--- config.mk ---
export PLATFORM = sky130hd
export DESIGN_NAME = updown_mod_counter
export DESIGN_NICKNAME = d
export VERILOG_FILES = /design/src/rtl/updown_mod_counter.sv
export SDC_FILE = /design/constraint.sdc
export NUM_CORES = 1
export LEC_CHECK = 0
export ABC_AREA = 1
export BUFFER_PORTS_ARGS = -buffer_cell sky130_fd_sc_hd__buf_2
export CAP_MARGIN = 20
export CORE_AREA = 5 5 42 44
export DETAILED_ROUTE_END_ITERATION = 6
export DIE_AREA = 0 0 47 49
export PLACE_DENSITY = 0.6
export SLEW_MARGIN = 20
export SYNTH_ARGS = -nofsm -noshare
export SYNTH_HDL_FRONTEND = slang
export SYNTH_SLANG_ARGS = --single-unit
--- constraint.sdc ---
create_clock -name clk -period 1.8 [get_ports clk]
set_input_delay 0.36 -clock clk [delete_from_list [all_inputs] [get_ports clk]]
set_output_delay 0.36 -clock clk [all_outputs]
set_load 0.005 [all_outputs]
--- src/rtl/updown_mod_counter.sv ---
// Parametrised up/down modulo counter with wrap/saturate limit handling, clear, load,
// a combinational cascade terminal count, a limit-event pulse and a sticky overflow flag.
module updown_mod_counter #(
  parameter int unsigned WIDTH    = 4,
  parameter int unsigned MAX_VAL  = 2**WIDTH - 1,
  parameter bit          SATURATE = 1'b0
) (
  input  logic             clk,
  input  logic             rst,
  input  logic             en,
  input  logic             up,
  input  logic             clr,
  input  logic             load,
  input  logic [WIDTH-1:0] load_val,
  input  logic             ovf_clr,
  output logic [WIDTH-1:0] count,
  output logic             tc,
  output logic             evt,
  output logic             ovf
);

  localparam logic [WIDTH-1:0] MaxCount = MAX_VAL[WIDTH-1:0];

  logic             at_max;
  logic             at_min;
  logic [WIDTH-1:0] count_d;

  assign at_max = (count == MaxCount);
  assign at_min = (count == '0);

  // A limit event is exactly a counting step taken from the limit in the current direction.
  assign tc = en & ~clr & ~load & ((up & at_max) | (~up & at_min));

  always_comb begin
    count_d = count;
    if (clr) begin
      count_d = '0;
    end else if (load) begin
      count_d = (load_val > MaxCount) ? MaxCount : load_val;
    end else if (en) begin
      if (up) begin
        if (!at_max)       count_d = count + WIDTH'(1);
        else if (SATURATE) count_d = MaxCount;
        else               count_d = '0;
      end else begin
        if (!at_min)       count_d = count - WIDTH'(1);
        else if (SATURATE) count_d = '0;
        else               count_d = MaxCount;
      end
    end
  end

  always_ff @(posedge clk or posedge rst) begin
    if (rst) begin
      count <= '0;
      evt   <= 1'b0;
      ovf   <= 1'b0;
    end else begin
      count <= count_d;
      evt   <= tc;
      // Set beats clear when both happen on the same edge.
      ovf   <= tc | (ovf & ~ovf_clr);
    end
  end

endmodule

# ---- After elaboration in Yosys (flattened, before gate mapping)
# Cells that the tools add are included.
dict set report totals {
  latchBits 0
  output_inout_bits 7
  wordCells 28
  inputBits 11
  ff_bits 6
  mem_bits_rw 0
  mem_count 0
  rom_bits 0
}
dict set report op_classes {
  muxes 7
  n_lt_le_gt_ge 1
  addsub 2
  n_reduce_logical 2
  n_shift 0
  mul 0
  bitwise 12
  eq_ne 1
  div_mod_pow 0
}
# op count
set op_table {}
lappend op_table {{two-way mux 4 bit} 7}
lappend op_table {{AND 1 bit} 6}
lappend op_table {{adder 4 x 1 -> 4 bit, second input constant} 1}
lappend op_table {{== test 4 bit, second input constant} 1}
lappend op_table {{> comparator 4 bit, second input constant} 1}
lappend op_table {{zero test 4 bit} 1}
lappend op_table {{inverter 1 bit} 4}
lappend op_table {{subtractor 4 x 1 -> 4 bit, second input constant} 1}
lappend op_table {{nonzero test 3 bit} 1}
lappend op_table {{bitwise OR 1 bit} 2}

# ---- Longest topological paths before layout
# Gate-level depths: netlist of run 1.
dict set report depth {
  word_depth 6
  depth_mapped 9
  depth_no_buf 8
}

# ---- Worst setup path before layout of run 1
# Ideal clock, no wire load.
dict set report synth_timing {
  path_type {reg-to-output}
  startpoint {reg count[0]}
  endpoint {out tc}
  stages_incl_launch_ff 7
  slack_ps 435
  t_arrival_ps 1005
  n_path_buf 0
  required_ps 1440
  cell_sequence {dfrtp_1 -> inv_1 -> ha_1 -> nand2_1 -> nand2_1 -> nand4_1 -> inv_1}
}
dict set report synth_between {
  elab_chain_len 4
  word_cells_on_any_way 6
  cone_classes {eq/ne (1); bitwise (4); reduce/logical (1)}
}
# item line
set synth_lines {}
lappend synth_lines {{start: declaration} 16} ;# output logic [WIDTH-1:0] count,
lappend synth_lines {{start signal: assignment} 59} ;# count <= count_d;
lappend synth_lines {{== test 4 bit or zero test 4 bit (tied branches)} {28, 29}}
lappend synth_lines {{AND 1 bit} 32} ;# assign tc = en & ~clr & ~load & ((up & at_max) | (~up & at_min));
lappend synth_lines {{bitwise OR 1 bit *} 32}
lappend synth_lines {{AND 1 bit *} 32}
lappend synth_lines {{end: declaration} 17} ;# output logic tc,
# Every way passes the cells marked *; elsewhere a longest branch is shown, timed or not.

# ---- Worst setup path after layout of run 1
# Ends and elaborated chain as after synthesis.

==> impl_results.md, run 1 <==
- Vias in the first global route: ~470
- Largest cells by area after synthesis: dfrtp_1, nand2_1, ha_1
- Final Hold Vio Count: 0
- CTS buffer count: 3
- Status: completed
- Worst-skew pair later-pin latency: approximately 0.25 ns
- DR DRC count: 0
- Setup TNS: 0 ns
- Mapped Area: roughly 470 µm²
- Root Buffer: clkbuf_4
- Design area: approximately 650 µm²
- Most frequent cells in the layout: buf_2, nand2_1, inv_1
- Filler Cell Count: about 160
- Post-synthesis sequential area ratio: 0.3217
- Max-cap violations: 0
- Hold-fix buffers, CTS: 0
- Yosys warns: 0
- Post-route ant nets: 0
- Placement Rows: 14
- Num ports: 18
- Tot Pwr: about 0.00043 W
- Cells after Synth: 66
- Avg Cell Area, Syn: 7.071 µm²
- Share of the synthesized area in the top cell type: 0.3217
- Power per cell area: about 670 nW/µm²
- Drt pass-1 iters: 4
- Final period util: 0.9602
- Peak fanout along the critical path: 5
- RD Place Congestion: 0.7665
- FF+latch count, synth: 6
- WHS: around 0.016 ns
- Chip Width: between 40 and 50 µm
- Max-slew headroom: 0.8366
- Final setup fails: 0
- Initial antenna violation count: 0
- Leak: approximately 0.36 nW
- Iteration-0 DRC Markers: 14
- Clock sinks: 6
- Crit path capture type: primary output
- Most common cell after layout, fill and taps aside: buf_2
- Via Count: 498
- Largest net degree at the start of global routing: 10
- DR vias/cell: about 4.7
- Core ar.: 1401 µm²
- WS Path Type: reg2out
- Crit path time final: 1.728 ns
- Area after DPL: roughly 560 µm²
- Worst-margin pin slew: 0.2449 ns
- Initial Util: 0.3330
- Vert. Die Dim: around 49 µm
- H-tree levels: 1
- Layout Nets: 105
- Synth Net Count: 80
- Area grow syn2layout: 39.14%
- DRT Wirelength: roughly 1200 µm
- Grt ovf: 0
- WP data required: ~1.4 ns
- Final Max Tran Viols: 0
- First-pass GRT wire length: ~2000 µm
- Clock Path Buffers: 2
- Post-DP HPWL: between 800 and 900 µm
- Routed WL per cell: approximately 11 µm
- Clock Skew: about 0.0017 ns
- Overall Global Routing Usage: 0.1215
- Clock slew at reported path FFs: around 0.05 ns
- Peak supply drop: about 0.28 mV
- Worst EP arrival: ~1.4 ns
- Tightest Hold Check Type: in2async
- # port buffers: 17
- Max Freq: 0.5786 GHz
- ANT cells: 0
- Yosys top cell by area: dfrtp_1
- Die area: 2303 µm²
- Layout cells sized above 1: 0.4719
- Crit start category: flip-flop
- CTS tree: yes
- Synth cell types: 19
[layer usage]
metal | track usage | part of all wire | vias to the layer above
li1 | - | - | 258
met1 | 0.1463 | 0.43 | 219
met2 | 0.1855 | 0.48 | 16
met3 | 0.01107 | 0.048 | 5
met4 | 0.09677 | 0.045 | 0
met5 | 0 | 0 | -
[synthesized netlist by cell type]
master     count
nand2_1       13
inv_1          9
dfrtp_1        6
nor2_1         6
nand3_1        5
a21oi_1        3
ha_1           3
nand2_2        3
o21ai_0        3
o21ai_1        3
inv_2          2
nand4_1        2
nor2_2         2
buf_6          1
inv_4          1
nor2_4         1
o2111ai_1      1
o22ai_1        1
xor2_1         1
[path summary, 6_finish.rpt]
| kind | end | startpoint | cells after the start | slack [ns] |
|---|---|---|---|---|
| max | tc | count[0] | 7 | 0.07 |
| min | ovf | rst | 2 | 0.02 |
| max reg2reg | count[1] | count[0] | 6 | 0.51 |
| min reg2reg | ovf | ovf | 2 | 0.57 |
| max in group asynchronous | count[2] | rst | 2 | 1.57 |
| min in group clk | ovf | ovf_clr | 2 | 0.31 |
[cell families after synthesis]
| family | after synthesis | synth area share |
|---|---|---|
| DFF | 6 | 0.3217 |
| buffers and inverters | 13 | 0.1260 |
| and+or+nand+nor | 32 | 0.3244 |
| adders and majority gates | 3 | 0.08044 |
| xor gates and xnor gates | 1 | 0.01877 |
| AOI/OAI and AO/OA | 11 | 0.1287 |
[critical path, stage by stage (launching register included)]
cell and delay (ns):
dfrtp_2 0.46, inv_4 0.10, ha_4 0.14, nand2_2 0.05, nand2_2 0.06, nand4_1 0.11
inv_1 0.08, buf_2 0.11
[final cells by class]
cell class | instances | area (µm²) | area share
multi-input combinational | 47 | 287.8 | 0.4432
tap | 16 | 20.02 | 0.03083
inverter | 12 | 50.05 | 0.07707
sequential | 6 | 153.9 | 0.2370
clock buffer | 3 | 22.52 | 0.03468
timing repair buffer | 21 | 115.1 | 0.1773
[power by group]
group          switching (W)  total (W)  internal, W
clock              0.0000566   0.000133    0.0000760
sequential         0.0000222   0.000169     0.000147
combinational      0.0000681   0.000131    0.0000624
total               0.000147   0.000433     0.000286
[what timing repair did]
| item | in CTS | in global routing |
|---|---|---|
| setup endpoints to repair | 1 | 1 |
| pin swaps | 0 | 1 |
| gates resized for setup | 2 | 10 |
| buffers inserted | 0 | 4 |
[stage by stage]
step,std cells,utilization,setup WS (ns)
after global placement,98,0.4000,0.2303
after CTS,101,0.4170,0.005427
after floorplan,66,-,0.4350
after detailed placement,98,0.4000,0.2087
final,105,0.4634,0.07158
after global routing,105,0.4634,-0.005539
[flip-flops by register name (all words and copies together) (netlist names)]
register and flops:
ovf 1, evt 1, count 4
No activity file was read; power rests on OpenSTA's default activity.
==> run 2: changes to the inputs <==
- ABC_AREA: 1 -> not set
- HOLD_SLACK_MARGIN: not set -> 0.08
==> impl_results.md, run 2 <==
- Most common cell after layout, fill and taps aside: buf_2
- Final Hold Vio Count: 0
- Clock Path Buffers: 2
- Asr flop ratio synth: 1.000
- Final Worst Setup Slack: roughly 0.067 ns
- CTS tree: yes
- Area grow syn2layout: 41.91%
- Synth cell types: 27
- Post-DP HPWL: around 800 µm
- Share of the synthesized area in the top cell type: 0.3183
- Initial antenna violation count: 0
- Peak supply drop: about 0.51 mV
- Cells after Synth: 55
- Status: completed
- Root Buffer: clkbuf_4
- Largest registers: count x4, evt x1, ovf x1
- Biggest register: count
- DR vias/cell: 4.957
- ANT cells: 0
- Mapped Area: roughly 470 µm²
- Vias in the first global route: roughly 440
- RD Place Congestion: approximately 0.74
- Clock Skew: 0.006106 ns
- # port buffers: 17
- Die area: 2303 µm²
- Vert. Die Dim: slightly below 50 µm
- Core ar.: approximately 1400 µm²
- Most frequent cells in the layout: buf_2, nand2_1, dfrtp_1, buf_4, nor2_1
- Layout cells sized above 1: 0.4615
- Via Count: between 400 and 500
- Synth top cells by count: dfrtp_1, nand2_1
- CTS buffer count: 3
- Chip Width: between 40 and 50 µm
- Crit start category: flip-flop
- Placement Rows: 14
- WS Path Type: reg2out
- DR DRC count: 0
- Peak fanout along the critical path: 4
- Max-slew headroom: 0.7765
- Worst-margin pin slew: 0.3343 ns
- Avg Cell Area, Syn: between 8 and 9 µm²
- Worst EP arrival: roughly 1.4 ns
- Routed WL per cell: 12.03 µm
- Hold depth: 2
- WP data required: roughly 1.4 ns
- Iteration-0 DRC Markers: 12
- FF+latch count, synth: 6
- Crit path time final: between 1.5 and 2 ns
- Max Freq: a little under 0.6 GHz
- Number of synthesized flops with an enable pin: 0
- Crit path capture type: primary output
- Final Max Tran Viols: 0
- Yosys top cell by area: dfrtp_1
- Clock slew at reported path FFs: 0.04 ns
- Post-route ant nets: 0
- Layout Nets: 94
- Worst-skew pair later-pin latency: 0.24 ns
- Power per cell area: 608.7 nW/µm²
- Tightest Hold Check Type: in2reg
- Final setup fails: 0
- Setup TNS: 0 ns
- Top_reg_cell synth: dfrtp_1
- Largest cells by area after synthesis: dfrtp_1, ha_1, nor2b_1
- Worst slack at placement: between 0.1 and 0.15 ns
- Final period util: 0.9630
- Synth Net Count: 69
- Drt pass-1 iters: 3
- Post-synthesis sequential area ratio: 0.3183
- First-pass GRT wire length: approximately 1800 µm
- Yosys warns: 0
- Num ports: 18
- Overall Global Routing Usage: 0.1076
- DRT Wirelength: roughly 1100 µm
- Largest register FFs: 4
- Final core occ: 0.4777
- Max-cap violations: 0
- Grt ovf: 0
- Reg2Reg Depth: 6
- H-tree levels: 1
- Largest net degree at the start of global routing: 11
- Most frequent cell after synthesis: dfrtp_1
- Initial Util: 0.3366
- Clock sinks: 6
- Leak: between 0.3 and 0.4 nW
run 2: cells by family (layout without fill, tap and decap cells):
kind of cell | after synthesis | in the layout | synth area share
buffers and inverters | 8 | 31 | 0.08753
XOR/XNOR | 2 | 2 | 0.03714
multiplexers | 2 | 2 | 0.04509
adder cells (fa/ha/maj) | 3 | 3 | 0.07958
AND/OR/NAND/NOR | 20 | 20 | 0.2334
flip-flops | 6 | 6 | 0.3183
AO/OA/AOI/OAI | 14 | 14 | 0.1989
run 2: what timing repair did:
item                                    CTS  global route
endpoints found under the setup margin    1             1
hold buffers                              1             0
pin swaps                                 1             1
hold endpoints to repair                  6             0
setup buffers                             3             2
resized for setup                         2             9
cloned                                    0             0
run 2: path summary, 6_finish.rpt:
path | from | endpoint | slack [ns]
max | count[1] | tc | 0.07
min | clr | count[1] | 0.33
max reg2reg | count[1] | count[3] | 0.20
min reg2reg | ovf | ovf | 0.47
max in group asynchronous | rst | count[1] | 1.01
min in group asynchronous | rst | ovf | 0.57
run 2: stage by stage:
stage	power (W)	cells	hold slack (ns)	area, µm²
floorplan	0.0002287	55	0.1510	471.7
global placement	0.0002595	85	0.2793	558.0
detailed placement	0.0002593	85	0.2844	558.0
CTS	0.0003944	92	0.3337	619.3
global route	0.0004422	94	0.3244	669.4
finish	0.0004074	94	0.3350	669.4
run 2: where the power goes:
group          switching [W]  internal (W)
clock network      0.0000465     0.0000753
logic              0.0000574     0.0000701
registers          0.0000141      0.000144
run 2: routing by layer:
| metal | global-route usage | vias up | routed length, µm |
|---|---|---|---|
| met1 | 0.1186 | 212 | 488 |
| met2 | 0.1674 | 14 | 564 |
| met3 | 0.07011 | 0 | 78 |
| met4 | 0.02765 | 0 | 0 |
| li1 | - | 240 | - |
| met5 | 0 | - | 0 |
run 2: layout make-up:
| cell class | instances | area, µm² |
|---|---|---|
| fill | 145 | 732.0 |
| clock buffer | 3 | 22.52 |
| sequential | 6 | 151.4 |
| multi-input combinational | 41 | 316.6 |
| timing repair buffer | 24 | 143.9 |
| tap | 16 | 20.02 |
| inverter | 4 | 15.01 |
run 2: worst max-delay path, stage by stage (launching register included):
cell     delay [ns]
dfrtp_2        0.43
inv_2          0.09
ha_4           0.12
nor2b_4        0.13
nand2_1        0.07
a21oi_2        0.16
buf_2          0.14
==> run 3: changes to the inputs <==
--- a/config.mk
+++ b/config.mk
@@ -14,2 +14,3 @@
 export PLACE_DENSITY = 0.6
+export SKIP_LAST_GASP = 1
 export SLEW_MARGIN = 20
--- a/constraint.sdc
+++ b/constraint.sdc
@@ -3,2 +3,2 @@
 set_output_delay 0.36 -clock clk [all_outputs]
-set_load 0.005 [all_outputs]
+set_load 0.02 [all_outputs]
==> impl_results.md, run 3 (synthesis results as in run 2) <==
- Post-placement cell count: 86
- Setup TNS: 0 ns
- Worst-margin pin slew: roughly 0.38 ns
- Grt ovf: 0
- H-tree levels: 1
- Vias in the first global route: ~440
- Post-route ant nets: 0
- WP data required: between 1 and 1.5 ns
- Largest net degree at the start of global routing: 11
- Die area: around 2300 µm²
- Max-slew headroom: 0.7451
- Final Max Tran Viols: 0
- Routed WL per cell: between 10 and 15 µm
- Clock Skew: roughly 0.0011 ns
- ANT cells: 0
- Root Buffer: clkbuf_4
- Tot Pwr: between 0.0004 and 0.0005 W
- Origin of the worst min-delay path: clr
- Worst setup startpoint: count[1]
- Peak supply drop: 0.3402 mV
- Layout cells sized above 1: 0.4750
- Power per cell area: just over 600 nW/µm²
- Post-DP HPWL: between 800 and 900 µm
- Initial antenna violation count: 0
- Drt pass-1 iters: 3
- Core ar.: about 1400 µm²
- WHS: between 0.3 and 0.4 ns
- Final setup fails: 0
- Placement Rows: 14
- Most common cell after layout, fill and taps aside: buf_2
- Non-filler instance count after layout: 96
- DRT Wirelength: roughly 1200 µm
- Area grow syn2layout: 45.89%
- CTS tree: yes
- Status: completed
- Layout Nets: 96
- CTS buffer count: 3
- Sequential Power Share: 0.372
- RD Place Congestion: ~0.7
- Clk pwr share: 0.279
- Overall Global Routing Usage: 0.1154
- Biggest register: count
- Psw: about 0.00013 W
- Filler Cell Count: 150
- Crit start category: flip-flop
- Iteration-0 DRC Markers: 13
- Peak fanout along the critical path: 3
- First-pass GRT wire length: 1932 µm
- Vert. Die Dim: 49 µm
- Crit path time final: 1.756 ns
- Crit path capture type: primary output
- Clock sinks: 6
- Largest register FFs: 4
- Clock slew at reported path FFs: around 0.040 ns
- Tightest Hold Check Type: in2reg
- RSZ-0062 raised after global routing: true
- Max Freq: between 0.5 and 0.6 GHz
- Final Hold Vio Count: 0
- Clock Path Buffers: 2
- Area after DPL: 565.5 µm²
- Worst EP arrival: roughly 1.4 ns
- Final period util: 0.9753
- Worst flop-to-flop path startpoint: count[1]
- Gate power share: 0.350
- Num ports: 18
- Max-cap violations: 0
- WS Path Type: reg2out
- DR DRC count: 0
- Sw frac: 0.3037
- DR vias/cell: approximately 4.8
- Via Count: 460
- Leak: roughly 0.35 nW
- Most frequent cells in the layout: buf_2, buf_4, dfrtp_1
- Largest registers: count x4, evt x1, ovf x1
- Chip Width: 47 µm
- Design area: just under 700 µm²
- Internal power component: 0.0002946 W
- Worst-skew pair later-pin latency: around 0.24 ns
- Initial Util: 0.3366
- # port buffers: 17
-- run 3: what timing repair did --
action / CTS / global route
endpoints found under the setup margin: 1 / 1
hold buffers: 1 / 0
resized for setup: 11 / 1
setup buffers: 4 / 2
endpoints found under the hold margin: 6 / 0
pin swaps: 2 / 2
-- run 3: final cells by class --
| type | count | area, µm² | share of cell area |
|---|---|---|---|
| clock buffer | 3 | 22.52 | 0.03273 |
| inverter | 4 | 15.01 | 0.02182 |
| multi-input combinational | 41 | 319.1 | 0.4636 |
| sequential | 6 | 150.1 | 0.2182 |
| tap | 16 | 20.02 | 0.02909 |
| timing repair buffer | 26 | 161.4 | 0.2345 |
-- run 3: per-stage QoR --
step           utilization  setup WS, ns
6_report            0.4911       0.04450
3_5_place_dp        0.4036       0.08270
3_3_place_gp        0.4036        0.1111
2_1_floorplan            -       0.03892
4_1_cts             0.4786       0.02090
5_1_grt             0.4911      -0.03459
-- run 3: worst paths after layout --
path | to | slack, ns | cells after the start
max | tc | 0.04 | 6
min | count[0] | 0.34 | 2
max reg2reg | count[3] | 0.17 | 6
min reg2reg | ovf | 0.50 | 1
max in group asynchronous | count[3] | 1.03 | 3
min in group asynchronous | evt | 0.58 | 3
-- run 3: per-layer routing --
metal,vias up,share of wire,global-route usage
met5,-,0,0
met4,0,0.0050,0.05530
met3,2,0.053,0.03690
met2,10,0.50,0.1697
met1,207,0.45,0.1477
li1,241,-,-
-- run 3: worst max-delay path, cell delays in order (launching register included) --
cell and delay [ns]:
dfrtp_1 0.38, inv_2 0.09, ha_4 0.13, nor2b_4 0.14
nand2_2 0.06, a21oi_2 0.18, buf_4 0.17
-- run 3: power groups by stage --
stage | Combinational (W) | Sequential [W] | Clock, W
after CTS | 0.000143 | 0.000157 | 0.000125
after detailed placement | 0.000116 | 0.000159 | 0
after floorplan | 0.0000724 | 0.000167 | 0
after global placement | 0.000116 | 0.000158 | 0
after global routing | 0.000164 | 0.000158 | 0.000132
final | 0.000148 | 0.000157 | 0.000118
